$ cat src/rtl/fetch_sequencer_pkg.sv
// rtl/fetch_sequencer_pkg.sv - fetch sequencer state encodings and reset PC
package fetch_sequencer_pkg;

    typedef enum logic [2:0] {
        ST_IDLE  = 3'd0,
        ST_FETCH = 3'd1,
        ST_HOLD  = 3'd2,
        ST_FLUSH = 3'd3,
        ST_HALT  = 3'd4
    } fetch_state_t;

    localparam int RESET_PC = 0;

    function automatic logic is_busy(input fetch_state_t st);
        return (st == ST_FETCH) || (st == ST_HOLD) || (st == ST_FLUSH);
    endfunction

endpackage

$ cat src/rtl/fetch_sequencer.sv
// rtl/fetch_sequencer.sv - PC next-value mux and instruction fetch req/ack sequencer
module fetch_sequencer
    import fetch_sequencer_pkg::*;
#(
    parameter int AW = 11,
    parameter int IW = 32
) (
    input  logic          i_clk,
    input  logic          i_rst_n,
    input  logic          i_start,
    input  logic [AW-1:0] i_pc_cur,
    output logic [AW-1:0] o_pc_next,
    output logic          o_imem_req,
    output logic [AW-1:0] o_imem_addr,
    input  logic          i_imem_ack,
    input  logic [IW-1:0] i_imem_data,
    output logic [IW-1:0] o_instr_out,
    output logic          o_instr_valid,
    input  logic          i_decode_ready,
    input  logic          i_redirect_valid,
    input  logic [AW-1:0] i_redirect_target,
    input  logic          i_halt_req,
    output logic          o_busy,
    output logic          o_halted
);

    fetch_state_t  r_state;
    fetch_state_t  w_state_nxt;
    logic [AW-1:0] r_addr;
    logic [IW-1:0] r_instr;
    logic          r_instr_valid;
    logic [AW-1:0] w_pc_next;
    logic          w_enter_fetch;
    logic          w_load_instr;
    logic          w_clr_valid;

    always_ff @(posedge i_clk or negedge i_rst_n) begin
        if (!i_rst_n) begin
            r_state       <= ST_IDLE;
            r_addr        <= AW'(RESET_PC);
            r_instr       <= '0;
            r_instr_valid <= 1'b0;
        end else begin
            r_state <= w_state_nxt;
            // The fetch address is captured once per request so it stays stable until ack.
            if (w_enter_fetch) begin
                r_addr <= w_pc_next;
            end
            if (w_load_instr) begin
                r_instr       <= i_imem_data;
                r_instr_valid <= 1'b1;
            end else if (w_clr_valid) begin
                r_instr_valid <= 1'b0;
            end
        end
    end

    always_comb begin
        w_state_nxt   = r_state;
        w_pc_next     = i_pc_cur;
        w_enter_fetch = 1'b0;
        w_load_instr  = 1'b0;
        w_clr_valid   = 1'b0;
        case (r_state)
            ST_IDLE: begin
                if (i_start) begin
                    w_state_nxt   = ST_FETCH;
                    w_enter_fetch = 1'b1;
                end
            end
            ST_FETCH: begin
                if (i_imem_ack && i_redirect_valid) begin
                    w_pc_next     = i_redirect_target;
                    w_enter_fetch = 1'b1;
                end else if (i_imem_ack) begin
                    w_pc_next    = i_pc_cur + AW'(1);
                    w_load_instr = 1'b1;
                    w_state_nxt  = ST_HOLD;
                end else if (i_redirect_valid) begin
                    w_pc_next   = i_redirect_target;
                    w_state_nxt = ST_FLUSH;
                end
            end
            ST_FLUSH: begin
                // Old request must complete before the redirected fetch is issued.
                if (i_redirect_valid) begin
                    w_pc_next = i_redirect_target;
                end
                if (i_imem_ack) begin
                    w_state_nxt   = ST_FETCH;
                    w_enter_fetch = 1'b1;
                end
            end
            ST_HOLD: begin
                if (i_redirect_valid || i_decode_ready) begin
                    w_clr_valid = 1'b1;
                    if (i_redirect_valid) begin
                        w_pc_next = i_redirect_target;
                    end
                    if (i_decode_ready && i_halt_req) begin
                        w_state_nxt = ST_HALT;
                    end else begin
                        w_state_nxt   = ST_FETCH;
                        w_enter_fetch = 1'b1;
                    end
                end
            end
            ST_HALT: begin
                if (i_start) begin
                    w_state_nxt   = ST_FETCH;
                    w_enter_fetch = 1'b1;
                end
            end
            default: begin
                w_state_nxt = ST_IDLE;
            end
        endcase
    end

    assign o_pc_next     = w_pc_next;
    assign o_imem_req    = (r_state == ST_FETCH) || (r_state == ST_FLUSH);
    assign o_imem_addr   = r_addr;
    assign o_instr_out   = r_instr;
    assign o_instr_valid = r_instr_valid;
    assign o_busy        = is_busy(r_state);
    assign o_halted      = (r_state == ST_HALT);

endmodule
$ cat config.mk
export PLATFORM = sky130hd
export DESIGN_NAME = fetch_sequencer
export DESIGN_NICKNAME = d
export VERILOG_FILES = /design/src/rtl/fetch_sequencer_pkg.sv /design/src/rtl/fetch_sequencer.sv
export SDC_FILE = /design/constraint.sdc
export NUM_CORES = 1
export LEC_CHECK = 0
export ABC_AREA = 1
export BUFFER_PORTS_ARGS = -buffer_cell sky130_fd_sc_hd__buf_4
export CAP_MARGIN = 20
export CELL_PAD_IN_SITES_DETAIL_PLACEMENT = 1
export CELL_PAD_IN_SITES_GLOBAL_PLACEMENT = 1
export CORE_ASPECT_RATIO = 1.75
export CORE_MARGIN = 1.5
export CORE_UTILIZATION = 34
export CTS_CLUSTER_DIAMETER = 60
export CTS_CLUSTER_SIZE = 25
export DETAILED_ROUTE_END_ITERATION = 6
export GPL_TIMING_DRIVEN = 0
export PLACE_DENSITY_LB_ADDON = 0.1
export SYNTH_ARGS = -nofsm -noshare
export SYNTH_HDL_FRONTEND = slang
export SYNTH_SLANG_ARGS = --single-unit
$ cat constraint.sdc
create_clock -name i_clk -period 1.8 [get_ports i_clk]
set_input_delay 0.09 -clock i_clk [delete_from_list [all_inputs] [get_ports i_clk]]
set_output_delay 0.09 -clock i_clk [all_outputs]
set_load 0.05 [all_outputs]
==> results of run 1 <==
metal layers:
| layer | vias up | global-route usage, % | routed length (um) |
|---|---|---|---|
| met2 | 78 | 38.33 | 4768 |
| li1 | 1305 | - | - |
| met5 | - | 0 | 0 |
| met4 | 0 | 7.091 | 156 |
| met1 | 1299 | 20.62 | 2984 |
| met3 | 9 | 4.070 | 480 |
through the flow:
stage                     hold slack, ns  setup WS, ns  total power [uW]  std cells
final                            0.03406       0.04837              8987        538
after global routing             0.02389      -0.08171              9436        538
after CTS                        0.02429     -0.001257              8827        533
after detailed placement          0.1403       0.03967              7670        522
after global placement            0.1364       0.09369              7563        522
after floorplan                  -0.2056       0.02133              5903        317
area by class of cell:
cell class                 count  area (um^2)
buffer                         9        87.58
clock buffer                   8        156.4
fill                         913         3585
inverter                      31        133.9
multi-input combinational    230         1376
sequential                    47         1177
tap                           88        110.1
timing repair buffer         125        993.5
worst max-delay path by stage:
stage                           startpoint                    endpoint  slack (ns)
floorplan           r_state[2]$_DFFE_PN0P_  o_imem_addr[1]$_DFFE_PN0P_        0.02
global placement    r_state[1]$_DFFE_PN0P_                o_pc_next[8]        0.09
finish              r_state[0]$_DFFE_PN0P_                o_pc_next[7]        0.05
CTS                 r_state[0]$_DFFE_PN0P_                o_pc_next[9]      -0.001
global route        r_state[0]$_DFFE_PN0P_                o_pc_next[8]       -0.08
detailed placement  r_state[1]$_DFFE_PN0P_                o_pc_next[7]        0.04
registers in the layout, indices dropped and copies added (netlist names):
signal / flops
o_instr_valid: 1
o_instr_out: 32
r_state: 3
o_imem_addr: 11
repair_timing:
item | 4_1_cts | 5_1_grt
setup endpoints to repair | 10 | 10
resized for setup | 12 | 21
hold endpoints to repair | 47 | 0
hold buffers | 1 | 0
setup buffers | 2 | 5
pin swaps | 1 | 2
logic make-up (layout without fill, tap and decap cells):
logic type                 count (synthesis)  after routing  synth area share, %
buffers and inverters                     40            173                7.728
xor gates and xnor gates                   1              1               0.3240
AOI/OAI and AO/OA                         37             37                7.820
adders and majority gates                  1              1               0.4627
muxes                                     32             32                13.33
DFF                                       47             47                43.50
and+or+nand+nor                          159            159                26.84
Yosys cell counts:
library cell | instances | share of area, %
or2_2 | 1 | 0.23
buf_2 | 1 | 0.18
ha_1 | 1 | 0.46
nand3_1 | 15 | 2.8
a22oi_1 | 1 | 0.28
or2_0 | 1 | 0.23
nand3_4 | 1 | 0.65
o21ai_2 | 3 | 0.97
nor2_1 | 26 | 3.6
nor2_2 | 2 | 0.46
nor3_1 | 4 | 0.74
buf_8 | 1 | 0.56
xnor2_1 | 1 | 0.32
a211oi_1 | 2 | 0.56
nor2_4 | 3 | 1.2
inv_1 | 27 | 3.7
inv_2 | 2 | 0.28
clkinv_4 | 1 | 0.32
mux2_2 | 32 | 13
o22ai_1 | 2 | 0.46
nand3_2 | 1 | 0.37
clkinv_1 | 1 | 0.14
o31ai_1 | 2 | 0.56
nand2_4 | 3 | 1.2
buf_4 | 3 | 0.83
dfrtp_1 | 47 | 43
o21ai_0 | 24 | 4.4
nand2_1 | 90 | 12
buf_6 | 4 | 1.7
nand4_1 | 12 | 2.8
a21oi_1 | 3 | 0.56
cells in the final DEF, fill, tap and decap left out, types with 2 or more instances in the layout:
cell type / Yosys / routed
buf_6: 4 / 12
buf_4: 3 / 116
nand4_1: 12 / 12
o31ai_1: 2 / 2
inv_1: 27 / 24
nor3_1: 4 / 4
o21ai_1: 0 / 7
nor2_4: 3 / 3
nor2_2: 2 / 3
o21ai_0: 24 / 17
inv_2: 2 / 2
clkbuf_16: 0 / 5
clkinvlp_4: 0 / 2
mux2_2: 32 / 32
a211oi_1: 2 / 2
buf_8: 1 / 4
o22ai_1: 2 / 2
nand2_4: 3 / 8
nand3_2: 1 / 3
a21oi_1: 3 / 3
nand2_1: 90 / 82
nor2_1: 26 / 25
dfrtp_1: 47 / 46
nand3_1: 15 / 13
nand2_2: 0 / 3
o21ai_2: 3 / 3
clkbuf_8: 0 / 2
power groups by stage:
| stage | Clock [uW] | Combinational [uW] | Sequential [uW] |
|---|---|---|---|
| after detailed placement | 0 | 5770 | 1900 |
| after CTS | 1010 | 5920 | 1900 |
| final | 967 | 6130 | 1890 |
| after global placement | 0 | 5690 | 1870 |
| after floorplan | 0 | 2310 | 3600 |
| after global routing | 1040 | 6440 | 1960 |
==> flow_metrics.env, run 1 <==
export IMPL_status="completed"
export IMPL_synth_area_mm2=0.002704
export IMPL_crit_path_max_incr_delay_ns=0.42
export IMPL_cts_sinks=47
export IMPL_final_max_slew_viol_count=0
export IMPL_p_switching_uw=4739
export IMPL_nets=511
export IMPL_grt_util_all_layers_pct=19.87
export IMPL_die_w_um=70.41
export IMPL_rsz0062_at_grt="true"
export IMPL_worstPathCellList="inv_2 > nand2_2 > nand2_4 > clkinvlp_4 > o21ai_1 > inv_1 > nand2_4 > buf_6"
export IMPL_clock_latency_ns=0.28
export IMPL_slew_headroom_pct=59.38
export IMPL_hold_depth=2
export IMPL_critPathKind="reg -> out"
export IMPL_cp_num_buf_inv=4
export IMPL_core_mm2=0.007620
export IMPL_row_count=42
export IMPL_hpwl_um=6731
export IMPL_cts_root_buf="clkbuf_16"
export IMPL_cp_top_family="buffers and inverters"
export IMPL_ff2ff_setup_slack_ns=0.09
export IMPL_yosysWarnings=0
export IMPL_portBuffers=117
export IMPL_tns_ns=0
export IMPL_place_area_mm2=0.003729
export IMPL_area_delta_synth_final_pct=49.24
export IMPL_max_vdd_ir_drop_v=0.001395
export IMPL_num_vias=2691
export IMPL_drt_wl_total_um=8390
export IMPL_diodes=0
export IMPL_startpoint_type="register"
export IMPL_first_pass_iters=3
export IMPL_drc=0
export IMPL_drt_initial_drc_count=60
export IMPL_skew_ns=0.003093
export IMPL_swShare_pct=52.73
export IMPL_maxCapViolations=0
export IMPL_cts_tree="built"
export IMPL_p_clk_share_pct=10.8
export IMPL_gr_total_overflow=0
export IMPL_pin_count=119
export IMPL_reg2reg_depth=10
export IMPL_die_y_um=121.0
export IMPL_finalSetupViolations=0
export IMPL_avgSynthCellArea_um2=8.529
export IMPL_grt_pass1_vias=2908
export IMPL_grt_pass1_wl_um=13530
export IMPL_die_area_mm2=0.008518
export IMPL_cp_required_ns=1.71
export IMPL_post_route_min_period_ns=1.752
export IMPL_p_leak_uw=0.002044
export IMPL_cp_depth=8
export IMPL_ys_ff_latch=47
export IMPL_crit_slowest_cell="dfrtp_1"
export IMPL_end_kind="primary output"
export IMPL_clock_fmax_mhz=570.9
export IMPL_utilization_pct=52.96
export IMPL_wl_per_cell_um=15.59
export IMPL_arrival_ns=1.66
export IMPL_htreeDepth=2
export IMPL_ys_seq_area_share_pct=43.50
export IMPL_crit_fanout=5
export IMPL_grt_max_degree=48
export IMPL_comb_power_share_pct=68.2
export IMPL_start_util_pct=35.48
export IMPL_sequentialPowerShare_pct=21.0
export IMPL_fin_crit_sh_pct=97.31
export IMPL_cts_buffers_inserted=5
export IMPL_hold_violations=0
export IMPL_crit_top_cell="nand2_4"
export IMPL_worst_pin_slew_ns=0.6093
export IMPL_rr_endpoint="o_imem_addr[9]$_DFFE_PN0P_"
export IMPL_min_path_type="in -> reg"
export IMPL_antenna_found_initial=0
export IMPL_yosysUniqueCellTypes=31
export IMPL_clk_path_buf_depth=2
export IMPL_syn_nets=379
export IMPL_final_area_mm2=0.004035
export IMPL_reg2reg_from="r_state[0]$_DFFE_PN0P_"
export IMPL_drive_gt1_share_pct=45.33
export IMPL_gp_congestion=0.8082
export IMPL_hp_start="i_imem_data[7]"
export IMPL_antenna_left=0
export IMPL_clk_pin_slew_worst_paths_ns=0.06
export IMPL_min_to="o_instr_out[7]$_DFFE_PN0P_"
export IMPL_p_int_uw=4248
export IMPL_pwr_density_cell_mw_per_mm2=2227
export IMPL_via_per_inst=5.002
export IMPL_syn_instance_count=317
(Power assumes the default switching activity.)
==> run 2: changes to the inputs <==
--- a/config.mk
+++ b/config.mk
@@ -17,6 +17,7 @@
 export CTS_CLUSTER_SIZE = 25
 export DETAILED_ROUTE_END_ITERATION = 6
 export GPL_TIMING_DRIVEN = 0
+export HOLD_SLACK_MARGIN = 0.15
 export PLACE_DENSITY_LB_ADDON = 0.1
 export SYNTH_ARGS = -nofsm -noshare
 export SYNTH_HDL_FRONTEND = slang
==> run 2 against run 1 <==
Non-clock buffer count rose by 35. Hold slack better by 0.15 ns. Die area unchanged. Worst setup slack worse by 0.044 ns. Highest routed layer unchanged. First-iteration DRC count is 3.3% lower. Maximum frequency fell by 2.5%. Global-route usage increased by 4.0 points. Total power increased by 2.8%. Via count rose by 6.0%. Routed wire length is 18% higher. Flip-flop and latch count did not move. Critical path depth decreased by 1.
==> flow_metrics.env, run 2 (synthesis results as in run 1) <==
export IMPL_status="completed"
export IMPL_die_y_um=121.0
export IMPL_num_vias=2852
export IMPL_grt_pass1_vias=3137
export IMPL_worst_pin_slew_ns=0.5898
export IMPL_min_path_type="in -> reg"
export IMPL_final_common_cell="buf_4"
export IMPL_cp_required_ns=1.71
export IMPL_maxCapViolations=0
export IMPL_drive_gt1_share_pct=42.47
export IMPL_clock_latency_ns=0.29
export IMPL_grt_pass1_wl_um=15680
export IMPL_arrival_ns=1.71
export IMPL_crit_fanout=8
export IMPL_max_vdd_ir_drop_v=0.001419
export IMPL_rsz0062_at_grt="true"
export IMPL_end_kind="primary output"
export IMPL_cts_buffers_inserted=5
export IMPL_diodes=0
export IMPL_swShare_pct=53.03
export IMPL_place_area_mm2=0.003729
export IMPL_setup_ws_ns=0.004058
export IMPL_antenna_left=0
export IMPL_pin_count=119
export IMPL_nFillCells=862
export IMPL_antenna_found_initial=0
export IMPL_hold_violations=0
export IMPL_cp_num_buf_inv=2
export IMPL_drt_wl_total_um=9867
export IMPL_row_count=42
export IMPL_start_util_pct=35.48
export IMPL_grt_max_degree=48
export IMPL_gr_total_overflow=0
export IMPL_p_leak_uw=0.002206
export IMPL_seqCellArea_mm2=0.001177
export IMPL_drt_initial_drc_count=58
export IMPL_die_area_mm2=0.008518
export IMPL_p_clk_share_pct=10.6
export IMPL_dp_cells=522
export IMPL_die_w_um=70.41
export IMPL_grt_util_all_layers_pct=23.86
export IMPL_htreeDepth=2
export IMPL_mostFrequentLayoutCells="buf_4, nand2_1, dfrtp_1"
export IMPL_pwr_density_cell_mw_per_mm2=2099
export IMPL_clock_fmax_mhz=556.8
export IMPL_fin_crit_sh_pct=99.77
export IMPL_worstPathCellList="inv_2 > nor2_4 > nand2_4 > nor2_2 > o21ai_0 > nand3_1 > buf_6"
export IMPL_via_per_inst=4.977
export IMPL_portBuffers=117
export IMPL_crit_slowest_cell="dfrtp_1"
export IMPL_hpwl_um=6731
export IMPL_cts_sinks=47
export IMPL_post_route_min_period_ns=1.796
export IMPL_slew_headroom_pct=60.68
export IMPL_cp_top_family="simple AND/OR/NAND/NOR gates"
export IMPL_cts_root_buf="clkbuf_16"
export IMPL_core_mm2=0.007620
export IMPL_critPathKind="reg -> out"
export IMPL_final_max_slew_viol_count=0
export IMPL_first_pass_iters=4
export IMPL_nets=546
export IMPL_tns_ns=0
export IMPL_gp_congestion=0.8082
export IMPL_multi_input_area_mm2=0.001388
export IMPL_final_cells=573
export IMPL_wl_per_cell_um=17.22
export IMPL_cts_tree="built"
export IMPL_clk_path_buf_depth=2
export IMPL_crit_path_max_incr_delay_ns=0.41
export IMPL_p_int_uw=4339
export IMPL_finalSetupViolations=0
export IMPL_drc=0
export IMPL_largest_register_ff_count=32
export IMPL_comb_power_share_pct=68.5
export IMPL_p_switching_uw=4900
export IMPL_dp_worst_setup_slack_ns=0.03967
export IMPL_area_delta_synth_final_pct=62.79
export IMPL_startpoint_type="register"
export IMPL_final_area_mm2=0.004402
export IMPL_clk_pin_slew_worst_paths_ns=0.06
export IMPL_sequentialPowerShare_pct=20.9
export IMPL_skew_ns=0.002583
==> run 2: changes by cell type in the layout (fill, tap and decap cells not counted), sizes merged <==
cell | before | now
buf | 133 | 134
clkinvlp | 2 | 1
dlygate4sd3 | 1 | 35
inv | 28 | 29
==> run 2: power by group through the flow <==
stage               clock, uW  sequential (uW)  combinational (uW)
finish                    976             1930                6330
floorplan                   0             3600                2310
detailed placement          0             1900                5770
global route             1050             1990                6630
CTS                      1010             1900                5980
global placement            0             1870                5690
==> run 2: final timing paths <==
| kind | startpoint | endpoint | slack, ns | depth (start not counted) |
|---|---|---|---|---|
| min | i_pc_cur[0] | o_imem_addr[0]$_DFFE_PN0P_ | 0.19 | 5 |
| min reg2reg | o_instr_out[15]$_DFFE_PN0P_ | o_instr_out[15]$_DFFE_PN0P_ | 0.51 | 1 |
| max in group asynchronous | i_rst_n | r_state[1]$_DFFE_PN0P_ | 1.00 | 2 |
| max | r_state[0]$_DFFE_PN0P_ | o_pc_next[1] | 0.004 | 7 |
| min in group asynchronous | i_rst_n | o_instr_out[10]$_DFFE_PN0P_ | 0.37 | 2 |
| max reg2reg | r_state[0]$_DFFE_PN0P_ | o_imem_addr[9]$_DFFE_PN0P_ | 0.06 | 10 |
==> run 2: repair_timing <==
item | in CTS | in global routing
hold buffers | 35 | 0
endpoints found under the setup margin | 10 | 10
setup buffers | 2 | 6
endpoints found under the hold margin | 80 | 0
pin swaps | 1 | 9
gates resized for setup | 12 | 23
==> run 2: routing by layer <==
layer	vias to the layer above	global-route usage [%]	wire [um]
met3	13	5.897	589
met5	-	0	0
met1	1369	24.44	3473
li1	1379	-	-
met2	91	45.64	5587
met4	0	8.534	216
==> run 2: through the flow <==
stage               total power (uW)  util, %  hold slack, ns
global placement                7563    48.93          0.1364
detailed placement              7670    48.93          0.1403
global route                    9668    57.77          0.2305
CTS                             8886    56.17          0.1811
floorplan                       5903        -         -0.2056
finish                          9239    57.77          0.1888
==> run 2: worst min-delay path: cells and delay by family <==
family | cells | cell delay (ns)
buffers and inverters | 1 | 0.10
AND/OR/NAND/NOR | 4 | 0.25
==> run 2: final cells by class <==
class / instances / share of cell area, %
buffer: 9 / 2.075
timing repair buffer: 160 / 30.64
multi-input combinational: 230 / 31.52
inverter: 31 / 2.956
clock buffer: 8 / 3.553
sequential: 47 / 26.75
tap: 88 / 2.501
==> run 3: changes to the inputs <==
--- a/config.mk
+++ b/config.mk
@@ -12,7 +12,8 @@
 export CELL_PAD_IN_SITES_GLOBAL_PLACEMENT = 1
 export CORE_ASPECT_RATIO = 1.75
 export CORE_MARGIN = 1.5
-export CORE_UTILIZATION = 34
+export CORE_UTILIZATION = 35
+export CTS_BUF_LIST = sky130_fd_sc_hd__clkbuf_4
 export CTS_CLUSTER_DIAMETER = 60
 export CTS_CLUSTER_SIZE = 25
 export DETAILED_ROUTE_END_ITERATION = 6
==> run 3 against run 2 <==
The flow now finishes with violations (negative setup slack). Final cell count is 3.3% higher. Die area is 2.8% lower. Count of clock-buffer cells in the layout is 3 lower. Combinational power is 7.3% higher.
==> flow_metrics.env, run 3 (synthesis results as in run 1) <==
export IMPL_slew_headroom_pct=59.83
export IMPL_post_route_min_period_ns=1.839
export IMPL_cp_required_ns=1.71
export IMPL_crit_fanout=8
export IMPL_startpoint_type="register"
export IMPL_total_power_uw=9147
export IMPL_grt_pass1_wl_um=15920
export IMPL_violations="negative setup slack"
export IMPL_die_y_um=119.3
export IMPL_diodes=0
export IMPL_via_per_inst=4.992
export IMPL_grt_max_degree=48
export IMPL_ff2ff_setup_slack_ns=0.07
export IMPL_gp_congestion=0.8375
export IMPL_die_area_mm2=0.008282
export IMPL_cts_sinks=47
export IMPL_fin_crit_sh_pct=102.2
export IMPL_pin_count=119
export IMPL_drt_wl_total_um=10010
export IMPL_reg2reg_from="r_state[0]$_DFFE_PN0P_"
export IMPL_cts_tree="built"
export IMPL_critPathKind="reg -> out"
export IMPL_p_leak_uw=0.002257
export IMPL_hp_start="i_pc_cur[5]"
export IMPL_hold_slack_ns=0.1953
export IMPL_rr_endpoint="o_imem_addr[6]$_DFFE_PN0P_"
export IMPL_wl_per_cell_um=16.92
export IMPL_antenna_found_initial=0
export IMPL_worst_pin_slew_ns=0.6025
export IMPL_hpwl_um=6755
export IMPL_num_vias=2955
export IMPL_clock_fmax_mhz=543.7
export IMPL_hold_depth=5
export IMPL_row_count=42
export IMPL_grt_pass1_vias=3313
export IMPL_area_delta_synth_final_pct=67.61
export IMPL_max_vdd_ir_drop_v=0.001194
export IMPL_hold_violations=0
export IMPL_drt_initial_drc_count=100
export IMPL_core_mm2=0.007515
export IMPL_mostFrequentLayoutCells="buf_4, nand2_1, dfrtp_1"
export IMPL_end_kind="primary output"
export IMPL_portBuffers=117
export IMPL_rsz0062_at_grt="true"
export IMPL_reg2reg_depth=10
export IMPL_die_w_um=69.44
export IMPL_skew_ns=0.004109
export IMPL_cts_buffers_inserted=5
export IMPL_status="complete, but fails checks"
export IMPL_largest_register_ff_count=32
export IMPL_finalSetupViolations=5
export IMPL_drc=0
export IMPL_clock_latency_ns=0.36
export IMPL_antenna_left=0
export IMPL_final_max_slew_viol_count=0
export IMPL_min_to="o_imem_addr[5]$_DFFE_PN0P_"
export IMPL_clk_pin_slew_worst_paths_ns=0.13
export IMPL_min_path_type="in -> reg"
export IMPL_arrival_ns=1.75
export IMPL_pwr_density_cell_mw_per_mm2=2018
export IMPL_maxCapViolations=0
export IMPL_drive_gt1_share_pct=45.04
export IMPL_clk_path_buf_depth=2
export IMPL_final_common_cell="buf_4"
export IMPL_grt_util_all_layers_pct=24.26
export IMPL_first_pass_iters=4
export IMPL_cts_root_buf="clkbuf_4"
export IMPL_htreeDepth=2
export IMPL_gr_total_overflow=0
export IMPL_setup_ws_ns=-0.03909
export IMPL_start_util_pct=35.98
export IMPL_nets=566
-- run 3: routing by layer --
layer / share of wire, % / GRT usage (%) / vias to the layer above / wire [um]
li1: - / - / 1412 / -
met1: 35 / 24.50 / 1444 / 3481
met2: 58 / 47.66 / 84 / 5825
met3: 4.9 / 4.822 / 15 / 487
met4: 2.2 / 8.701 / 0 / 220
met5: 0 / 0 / - / 0
-- run 3: how the worst max path moves through the flow --
stage                                 from                          to  slack, ns  cells past startpoint
global route        r_state[2]$_DFFE_PN0P_                o_pc_next[7]      -0.10                      8
CTS                 r_state[0]$_DFFE_PN0P_                o_pc_next[7]     -0.007                      9
detailed placement  r_state[1]$_DFFE_PN0P_                o_pc_next[9]       0.05                      8
global placement    r_state[1]$_DFFE_PN0P_                o_pc_next[8]       0.08                      8
floorplan           r_state[2]$_DFFE_PN0P_  o_imem_addr[1]$_DFFE_PN0P_       0.02                      7
finish              r_state[2]$_DFFE_PN0P_                o_pc_next[1]      -0.04                      6
-- run 3: layout make-up --
class                   count  area, um^2
repair buffers            180        1531
flip-flops and latches     47        1177
multi-input cells         230        1440
clock inverters             2       8.758
inverters                  31       138.9
fillers                   871        2983
clock buffers               5       37.54
plain buffers               9       87.58
well taps                  88       110.1
-- run 3: critical path, cell delays in order (launching register included) --
cell	delay [ns]
dfrtp_2	0.48
nor2_4	0.20
nand2_8	0.11
nor2_2	0.22
o21ai_2	0.10
nand3_2	0.11
buf_6	0.16
-- run 3: timing repair --
action	CTS	global route
hold buffers	40	0
endpoints found under the setup margin	12	19
hold endpoints to repair	84	0
cloned	0	0
setup buffers	14	9
gates resized for setup	44	8
pin swaps	17	17
-- run 3: metrics by stage --
stage	setup TNS (ns)	instance area [um^2]	util (%)	std cells	setup WS [ns]
2_1_floorplan	0	2740	-	317	0.02133
3_3_place_gp	0	3729	49.62	522	0.08057
3_5_place_dp	0	3729	49.62	522	0.05441
4_1_cts	-0.01670	4439	59.07	583	-0.006684
5_1_grt	-0.9267	4532	60.31	592	-0.1023
6_report	-0.07703	4532	60.31	592	-0.03909
-- run 3: where the power goes --
part | leakage [uW] | internal (uW) | switching [uW] | total, uW
combinational | 0.00166 | 2450 | 4350 | 6790
clock | 0.0000285 | 139 | 322 | 461
sequential | 0.000568 | 1580 | 311 | 1890
total | 0.00226 | 4170 | 4980 | 9150
